<file path="src/rtl/i2s_sample_transmitter.sv">
// i2s_sample_transmitter
// Serialises 16-bit mono samples as standard I2S (Philips, one-bit delay)
// and sends the same sample in both the left and right slots. Emits a
// one-clk new_frame strobe per audio frame, which paces the upstream
// player.
// Optional feature (macro I2S_UNDERRUN_CNT_EN): adds an 8-bit saturating
// underrun_count output.
//
// Sample handshake: sample_ready is a one-clk valid strobe with no ready
// back-pressure. The block always accepts the sample presented with it.
// new_frame is the request for the next sample. It is high during the clk
// whose closing edge loads the frame, so a sample strobed in that same clk
// goes straight into the frame without passing through the holding register.
module i2s_sample_transmitter #(
  parameter int CLK_DIV     = 4,
  parameter int SAMPLE_BITS = 16
) (
  input  logic                   clk,
  input  logic                   reset,
  input  logic [SAMPLE_BITS-1:0] sample,
  input  logic                   sample_ready,
  output logic                   new_frame,
  output logic                   bclk,
  output logic                   lrclk,
  output logic                   sdata,
  output logic                   underrun
`ifdef I2S_UNDERRUN_CNT_EN
  ,
  output logic [7:0]             underrun_count
`endif
);

  localparam int                 DIV_W     = (CLK_DIV > 1) ? $clog2(CLK_DIV) : 1;
  localparam logic [DIV_W-1:0]   DIV_LAST  = DIV_W'(CLK_DIV - 1);
  localparam int                 MSB       = SAMPLE_BITS - 1;
  // bit_cnt values just before the falling events that load each slot
  localparam logic [4:0]         LEFT_PRE  = 5'd0;
  localparam logic [4:0]         RIGHT_PRE = 5'(SAMPLE_BITS);

  // bit clock generation
  logic [DIV_W-1:0]       div_q, div_d;
  logic                   bclk_q, bclk_d;
  logic                   div_wrap;
  logic                   fall_evt;

  // frame position
  logic [4:0]             bit_cnt_q, bit_cnt_d;
  logic                   lrclk_q, lrclk_d;
  logic                   frame_start;
  logic                   right_load;

  // sample storage and serialiser
  logic [SAMPLE_BITS-1:0] hold_q, hold_d;
  logic                   hold_valid_q, hold_valid_d;
  logic [SAMPLE_BITS-1:0] cur_q, cur_d;
  logic [SAMPLE_BITS-1:0] shift_q, shift_d;
  logic [SAMPLE_BITS-1:0] load_word;

  // Event decode: bclk toggles when the divider wraps. A toggle that starts
  // from bclk=1 is a falling event, and all frame state moves on those.
  always_comb begin
    div_wrap    = (div_q == DIV_LAST);
    fall_evt    = div_wrap && bclk_q;
    frame_start = fall_evt && (bit_cnt_q == LEFT_PRE);
    right_load  = fall_evt && (bit_cnt_q == RIGHT_PRE);
  end

  // Divider and bclk next state
  always_comb begin
    div_d  = div_q + DIV_W'(1);
    bclk_d = bclk_q;
    if (div_wrap) begin
      div_d  = '0;
      bclk_d = ~bclk_q;
    end
  end

  // Bit counter and word select advance together on each falling event
  always_comb begin
    bit_cnt_d = bit_cnt_q;
    lrclk_d   = lrclk_q;
    if (fall_evt) begin
      bit_cnt_d = bit_cnt_q + 5'd1;
      lrclk_d   = bit_cnt_d[4];
    end
  end

  // Choose the frame word: a same-clk strobe wins over the holding register,
  // and with neither present the previous word is repeated.
  always_comb begin
    if (sample_ready) begin
      load_word = sample;
    end else if (hold_valid_q) begin
      load_word = hold_q;
    end else begin
      load_word = cur_q;
    end
  end

  // Holding register: last strobe before the frame start wins. The frame
  // start always empties it, including when a bypass sample arrives then.
  always_comb begin
    hold_d       = hold_q;
    hold_valid_d = hold_valid_q;
    if (frame_start) begin
      hold_valid_d = 1'b0;
    end else if (sample_ready) begin
      hold_d       = sample;
      hold_valid_d = 1'b1;
    end
  end

  // Serialiser: load at each slot start and shift on the other falling
  // events. The shift MSB drives sdata directly, so the MSB appears one
  // bclk after the lrclk transition, which gives the I2S one-bit delay.
  always_comb begin
    cur_d   = cur_q;
    shift_d = shift_q;
    if (frame_start) begin
      cur_d   = load_word;
      shift_d = load_word;
    end else if (right_load) begin
      shift_d = cur_q;
    end else if (fall_evt) begin
      shift_d = {shift_q[MSB-1:0], 1'b0};
    end
  end

  // State registers, all cleared asynchronously while reset is low
  always_ff @(posedge clk or negedge reset) begin
    if (!reset) begin
      div_q        <= '0;
      bclk_q       <= 1'b0;
      bit_cnt_q    <= 5'd0;
      lrclk_q      <= 1'b0;
      hold_q       <= '0;
      hold_valid_q <= 1'b0;
      cur_q        <= '0;
      shift_q      <= '0;
    end else begin
      div_q        <= div_d;
      bclk_q       <= bclk_d;
      bit_cnt_q    <= bit_cnt_d;
      lrclk_q      <= lrclk_d;
      hold_q       <= hold_d;
      hold_valid_q <= hold_valid_d;
      cur_q        <= cur_d;
      shift_q      <= shift_d;
    end
  end

  // Frame strobes come from registered state. A reset therefore drops them
  // at once, and they last exactly one clk.
  always_comb begin
    new_frame = frame_start;
    underrun  = frame_start && !hold_valid_q && !sample_ready;
  end

  assign bclk  = bclk_q;
  assign lrclk = lrclk_q;
  assign sdata = shift_q[MSB];

`ifdef I2S_UNDERRUN_CNT_EN
  logic [7:0] ucnt_q, ucnt_d;

  // Saturating count of underrun pulses
  always_comb begin
    ucnt_d = ucnt_q;
    if (underrun && (ucnt_q != 8'hFF)) begin
      ucnt_d = ucnt_q + 8'd1;
    end
  end

  // Underrun counter register
  always_ff @(posedge clk or negedge reset) begin
    if (!reset) begin
      ucnt_q <= 8'd0;
    end else begin
      ucnt_q <= ucnt_d;
    end
  end

  assign underrun_count = ucnt_q;
`endif

endmodule

</file>
<file path="config.mk">
export PLATFORM = sky130hd
export DESIGN_NAME = i2s_sample_transmitter
export DESIGN_NICKNAME = d
export VERILOG_FILES = /design/src/rtl/i2s_sample_transmitter.sv
export SDC_FILE = /design/constraint.sdc
export NUM_CORES = 1
export LEC_CHECK = 0
export CORE_ASPECT_RATIO = 1.25
export CORE_MARGIN = 2
export CORE_UTILIZATION = 35
export DETAILED_ROUTE_END_ITERATION = 10
export RECOVER_POWER = 50
export SLEW_MARGIN = 10
export SYNTH_ARGS = -nofsm -noshare
export SYNTH_HDL_FRONTEND = slang
export SYNTH_SLANG_ARGS = --single-unit
</file>
<file path="constraint.sdc">
create_clock -name clk -period 1.9 [get_ports clk]
set_clock_uncertainty 0.05 [all_clocks]
set_input_delay 0.38 -clock clk [delete_from_list [all_inputs] [get_ports clk]]
set_output_delay 0.38 -clock clk [all_outputs]
set_load 0.03 [all_outputs]
</file>
==> summary.txt, run 1 <==
Run status
  – Status: finished, violations left
  – Failing checks: setup timing

Finish
  – Layout Area Growth over Synthesis: 27.29%
  – Ant diodes: 0
  – Fraction of layout cells with a size suffix above 1: a little under a quarter
  – Multi-input gate area: 1259 um2
  – Seq. cell area: around 1400 um2
  – # fillers: between 700 and 800
  – Finished Cell Area: 3520 um2
  – Utilization after layout: around 45%
  – Nets: between 300 and 400

Min path
  – Worst hold stages: 1
  – Worst min-delay path class: reg -> reg

Timing
  – Final Cycle Share: 103.5%
  – Fin crit period: a little under 2 ns
  – Slew HR: 49.45%
  – Setup Viol. Count Final: 2
  – Slew @ Worst Pin: approximately 0.76 ns
  – Final Worst Setup Slack: -0.06646 ns
  – Slew Limit Fails: 0
  – Final Hold Vio Count: 0
  – Setup repair after global routing missed its margin: yes
  – Fmax: a little over 500 MHz

GRT
  – All-layer global routing usage: around 17%
  – Total grt overflow: 0
  – Vias in the first global route: between 2k and 2.5k
  – Initial antenna violation count: 0
  – First-pass GRT wire length: around 11000 um
  – Largest net degree at the start of global routing: 31

Detailed routing
  – DR vias/cell: about 5.3
  – DRT Pass-1 Iters: 4
  – DRT Wirelength: about 6600 um
  – WL/cell: 15.80 um
  – First DRT Iteration DRCs: approximately 140
  – DRC: 0
  – Antenna Violating Nets Remaining: 0
  – DR vias: 2214

Floorplan
  – DIE WIDTH: 83.50 um
  – Die height: approximately 100 um
  – Die footprint: between 8000 and 9000 um2
  – Initial Util: between 30% and 40%
  – I/O Pins: 24
  – Row count: 36
  – Core area: a little under 8000 um2

Yosys
  – Ys Warns: 0
  – Synthesized Nets: just under 300
  – Synth Register Bits: 57
  – Synthesized instance count: between 200 and 300
  – Sequential-to-total area share from yosys stat: 51.58%
  – Area leader, netlist: dfrtp_1
  – Cell variety after synth: 34
  – Mapped Area: 2765 um2
  – Area contributors post-synth: dfrtp_1 52%, nand2_1 8.1%, mux2_2 6.5%, mux2i_1 5.1%, o2111ai_1 4.1%
  – Post-synth top area share: between 50% and 60%
  – Avg Inst Size Synth: 10.09 um2

Run
  – Max capacitance violation total: 0

Setup path
  – Startpoint Class: flop
  – Reg-to-Reg End: hold_q[2]$_DFFE_PN0P_
  – Crit Path Max Fanout: 4
  – R2R Path Start: bit_cnt_q[1]$_DFFE_PN0P_
  – Worst endpoint required time: 1.47 ns
  – Reg2Reg Depth: 8
  – Crit path to: underrun
  – Setup crit start: bit_cnt_q[1]$_DFFE_PN0P_
  – Worst Path Arrival: around 1.5 ns
  – Worst Setup End Kind: primary output
  – Reg2Reg Setup Slack: about 0.090 ns
  – Crit Path Class: reg -> out

Power
  – Power consumption: roughly 2.8 mW
  – Static Leak: 1.631 nW
  – PwrDens: about 780 nW/um2
  – VDD IR-drop max: 0.0004335 V

Placement
  – Port Buffers: 23
  – Placed Area: 3227 um2
  – Post-Place Worst Slack: around 0.077 ns
  – Gpl congestion: roughly 0.77
  – DP HPWL: 4421 um

CTS
  – Worst-path clk slew: 0.06 ns
  – Skew-Pair Late Insertion Delay: ~0.34 ns
  – Clock buffer depth: 2
  – Depth of the CTS H-tree: 3
  – CTS tree: done
  – Root buf cell: clkbuf_8
  – Clock sink count: between 50 and 60
  – CTS Buf Count: 9
[per-stage QoR]
step                setup TNS (ns)  instances  hold WS (ns)
floorplan                        0        274       0.03441
global placement                 0        394        0.2468
detailed placement               0        394        0.2586
CTS                        -0.1578        417        0.3895
global route               -0.2700        419        0.4108
finish                     -0.1257        419        0.3911
[per-layer routing]
layer	wire length (um)	share of wire, %	GRT usage (%)	vias to the layer above
met2	3252	49	27.98	50
met4	93	1.4	8.189	0
met5	0	0	0	-
li1	-	-	-	1064
met1	2992	45	20.48	1090
met3	284	4.3	3.571	10
[timing repair]
action | in CTS | in global routing
gates resized for setup | 9 | 2
hold endpoints to repair | 10 | 0
pin swaps | 3 | 1
setup endpoints to repair | 2 | 5
hold buffers | 1 | 0
buffers inserted | 7 | 2
[Yosys cell counts, drive strengths merged]
cell / n
nand2: 61
dfrtp: 57
nor2: 24
mux2: 16
mux2i: 14
nand3: 14
o2111ai: 13
a41oi: 12
clkbuf: 11
buf: 9
o21ai: 8
a21oi: 5
inv: 5
xnor2: 4
ha: 3
nor3b: 3
a31oi: 2
and2: 2
nand4: 2
a211oi: 1
a2bb2oi: 1
a32oi: 1
and3b: 1
nor2b: 1
nor3: 1
o221ai: 1
o22a: 1
xor2: 1
[placed cells by master, fill, tap and decap left out, types with 2 or more instances in the layout]
cell type / netlist / layout
nand2_1: 60 / 59
dfrtp_1: 57 / 57
buf_4: 2 / 26
nor2_1: 24 / 24
clkdlybuf4s50_1: 0 / 18
mux2_2: 16 / 16
nand3_1: 14 / 14
mux2i_1: 14 / 14
o2111ai_1: 13 / 13
a41oi_1: 12 / 11
clkbuf_8: 0 / 11
o21ai_0: 6 / 6
a21oi_1: 5 / 5
xnor2_1: 4 / 4
inv_1: 5 / 3
buf_12: 0 / 3
inv_2: 0 / 2
and2_1: 2 / 2
o21ai_1: 2 / 2
a31oi_1: 2 / 2
nand4_1: 2 / 2
clkbuf_1: 11 / 2
clkinv_2: 0 / 2
buf_6: 2 / 2
clkbuf_2: 0 / 2
[sequential cells by signal, indices dropped and copies added (netlist names)]
name	cells
bclk	1
hold_q	16
shift_q	16
cur_q	16
div_q	2
bit_cnt_q	5
hold_valid_q	1
[worst max-delay path: stages, from the launching register on]
cell and delay [ns]:
dfrtp_1 0.39, inv_2 0.08, ha_4 0.13, nor3b_4 0.23, nand2_4 0.10, nor3_4 0.12
buf_6 0.15
[cell families after synthesis]
kind of cell | synth area share, %
adder cells (fa/ha/maj) | 1.358
buffers and inverters | 4.434
flip-flops | 51.58
multiplexers | 11.58
AND/OR/NAND/NOR | 17.20
XOR/XNOR | 1.584
AO/OA/AOI/OAI | 12.26
[power breakdown]
group          switching (mW)  internal [mW]
clock                   0.481          0.666
sequential             0.0569           1.30
combinational           0.120          0.133
total                   0.658           2.10
[worst min-delay path by stage]
| stage | from | end | slack (ns) |
|---|---|---|---|
| after floorplan | reset | bclk$_DFFE_PN0N_ | 0.03 |
| after global placement | reset | bit_cnt_q[2]$_DFFE_PN0P_ | 0.25 |
| after detailed placement | reset | bit_cnt_q[2]$_DFFE_PN0P_ | 0.26 |
| after CTS | div_q[0]$_DFF_PN0_ | div_q[0]$_DFF_PN0_ | 0.39 |
| after global routing | div_q[0]$_DFF_PN0_ | div_q[0]$_DFF_PN0_ | 0.41 |
| final | div_q[0]$_DFF_PN0_ | div_q[0]$_DFF_PN0_ | 0.39 |
[layout make-up]
class                   count  share of cell area (%)
clock inverters             3                   1.138
inverters                   5                  0.5332
well taps                  95                   3.377
clock buffers              12                   4.408
multi-input cells         192                   35.76
repair buffers             55                   14.26
flip-flops and latches     57                   40.53
No activity file was read; power rests on OpenSTA's default activity.
==> run 2, diff against run 1 <==
--- a/constraint.sdc
+++ b/constraint.sdc
@@ -4,2 +4,2 @@
 set_output_delay 0.38 -clock clk [all_outputs]
-set_load 0.03 [all_outputs]
+set_load 0.01 [all_outputs]
==> summary.txt, run 2 (synthesized netlist as in run 1, its figures left out) <==
Setup path
  – CP bufs+invs: 2 (unchanged)
  – Critical Path Slowest Stage Cell: dfrtp_1
  – Startpoint Class: flop
  – CP max stage delay: 0.39 ns (about the same)
  – Top Family by Delay on Critical Path: simple AND/OR/NAND/NOR gates
  – Worst Path Arrival: 1.53 ns (about the same)
  – Crit Path Class: reg -> out
  – Crit Path Max Fanout: 4 (unchanged)
  – Reg-to-Reg End: hold_q[7]$_DFFE_PN0P_
  – CP Cell Sequence: inv_2, ha_4, nor3b_4, nand2_2, nor3_2, buf_2
  – Reg2Reg Depth: 9 (+1)
  – Worst path depth: 6 (unchanged)
  – Setup crit start: bit_cnt_q[0]$_DFFE_PN0P_
  – Worst endpoint required time: 1.47 ns (about the same)
  – R2R Path Start: bit_cnt_q[0]$_DFFE_PN0P_
  – Reg2Reg Setup Slack: 0.02 ns (-0.07 ns)
  – Crit path to: underrun
  – Worst Setup End Kind: primary output

Min path
  – Worst min-delay path class: in -> async

Detailed routing
  – DR vias: 2226 (+0.54%)
  – DR vias/cell: 5.250 (-0.64%)
  – First DRT Iteration DRCs: 171 (+19%)
  – DRC: 0 (unchanged)
  – DRT Wirelength: 6823 um (+3.0%)
  – WL/cell: 16.09 um (+1.8%)
  – Antenna Violating Nets Remaining: 0 (unchanged)
  – DRT Pass-1 Iters: 4 (unchanged)

CTS
  – Clock buffer depth: 2 (unchanged)
  – Depth of the CTS H-tree: 3 (unchanged)
  – Skew-Pair Late Insertion Delay: 0.34 ns (about the same)
  – Clock sink count: 57 (unchanged)
  – Root buf cell: clkbuf_8
  – CTS tree: done
  – Worst-path clk slew: 0.07 ns (about the same)
  – CTS Buf Count: 9 (unchanged)

GRT
  – Total grt overflow: 0 (unchanged)
  – All-layer global routing usage: 16.95% (+0.36 points)
  – Vias in the first global route: 2248 (-1.5%)
  – Largest net degree at the start of global routing: 38 (+23%)
  – First-pass GRT wire length: 11270 um (+1.1%)
  – Initial antenna violation count: 0 (unchanged)

Finish
  – Fraction of layout cells with a size suffix above 1: 24.01% (+0.86 points)
  – Nets: 347 (+1.5%)
  – Top flop regs: cur_q x16, hold_q x16, shift_q x16
  – Most frequent cells in the layout: 57 x nand2_1, 57 x dfrtp_1, 26 x buf_4, 24 x nor2_1, 19 x clkdlybuf4s50_1
  – Ant diodes: 0 (unchanged)
  – Layout Area Growth over Synthesis: 32.71%
  – # fillers: 744 (+2.2%)
  – Finished Cell Area: 3670 um2 (+4.3%)

Timing
  – Final Worst Setup Slack: -0.05647 ns (+0.009988 ns)
  – Fin crit period: 1.956 ns (-0.009988 ns)
  – Slew Limit Fails: 0 (unchanged)
  – Setup repair after global routing missed its margin: yes
  – Final Cycle Share: 103.0% (-0.53 points)
  – Slew HR: 31.32% (-18 points)
  – Fmax: 511.1 MHz (+0.51%)
  – Sum of negative setup slack: -0.05647 ns (+0.06922 ns)
  – Setup Viol. Count Final: 1 (-1)
  – Final Hold Vio Count: 0 (unchanged)
  – Slew @ Worst Pin: 1.030 ns (+0.2720 ns)

Floorplan
  – I/O Pins: 24 (unchanged)
  – Die height: 103.4 um (unchanged)
  – DIE WIDTH: 83.50 um (unchanged)
  – Initial Util: 35.69% (unchanged)
  – Core area: 7747 um2 (unchanged)
  – Die footprint: 8632 um2 (unchanged)
  – Row count: 36 (unchanged)

Power
  – VDD IR-drop max: 0.0003770 V (-13%)
  – Power consumption: 2.794 mW (+1.2%)
  – Static Leak: 1.724 nW (+5.7%)
  – PwrDens: 761.4 nW/um2 (-2.9%)

Placement
  – DP HPWL: 4249 um (-3.9%)
  – Gpl congestion: 0.7280 (-5.0%)
  – Post-Place Worst Slack: -0.1792 ns (-0.2558 ns)
  – Port Buffers: 23 (unchanged)
  – Placed Area: 3246 um2 (+0.58%)

Run status
  – Failing checks: setup timing
  – Status: finished, violations left

Run
  – Max capacitance violation total: 0 (unchanged)
[run 2: cell types whose count changed in the layout (fill, tap and decap cells not counted), sizes merged]
| cell | change |
|---|---|
| buf | +3 |
| bufbuf | +1 |
| clkdlybuf4s50 | +1 |
[run 2: through the flow]
stage / hold WS [ns] / util (%) / instances
3_5_place_dp: 0.1371 / 41.89 / 399
3_3_place_gp: 0.1395 / 41.89 / 399
4_1_cts: 0.3067 / 45.49 / 419
5_1_grt: 0.3219 / 47.37 / 424
2_1_floorplan: 0.03441 / - / 274
6_report: 0.3012 / 47.37 / 424
[run 2: where the power goes]
part	leakage [nW]	internal (mW)	switching, mW	total [mW]
sequential	0.671	1.30	0.0567	1.36
combinational	0.951	0.158	0.124	0.282
clock	0.102	0.666	0.486	1.15
total	1.72	2.13	0.666	2.79
[run 2: repair_timing]
| item | 4_1_cts | 5_1_grt |
|---|---|---|
| gates resized for setup | 18 | 27 |
| setup endpoints to repair | 17 | 32 |
| pin swaps | 1 | 5 |
| hold buffers | 1 | 0 |
| hold endpoints to repair | 38 | 0 |
| buffers inserted | 3 | 4 |
| cloned | 1 | 1 |
[run 2: worst min path at each step]
stage	slack, ns	start	depth (start not counted)	end
after floorplan	0.03	reset	0	bclk$_DFFE_PN0N_
final	0.30	reset	2	cur_q[15]$_DFFE_PN0P_
after global routing	0.32	reset	2	cur_q[15]$_DFFE_PN0P_
after detailed placement	0.14	reset	1	cur_q[15]$_DFFE_PN0P_
after CTS	0.31	reset	2	cur_q[15]$_DFFE_PN0P_
after global placement	0.14	reset	1	cur_q[15]$_DFFE_PN0P_
[run 2: cell type report]
type                            count  area (um2)  share of cell area (%)
Clock inverter                      3       40.04                   1.091
Tap cell                           95       118.9                   3.239
Clock buffer                       12       155.1                   4.228
Timing Repair Buffer               60       588.1                   16.02
Inverter                            5       18.77                  0.5114
Sequential cell                    57        1426                   38.87
Multi-Input combinational cell    192        1323                   36.04
[run 2: layer usage]
metal / up-vias / wire (um) / track usage [%]
met5: - / 0 / 0
met4: 0 / 114 / 8.189
met3: 9 / 230 / 3.333
met2: 44 / 3390 / 29.09
met1: 1105 / 3087 / 20.80
li1: 1068 / - / -
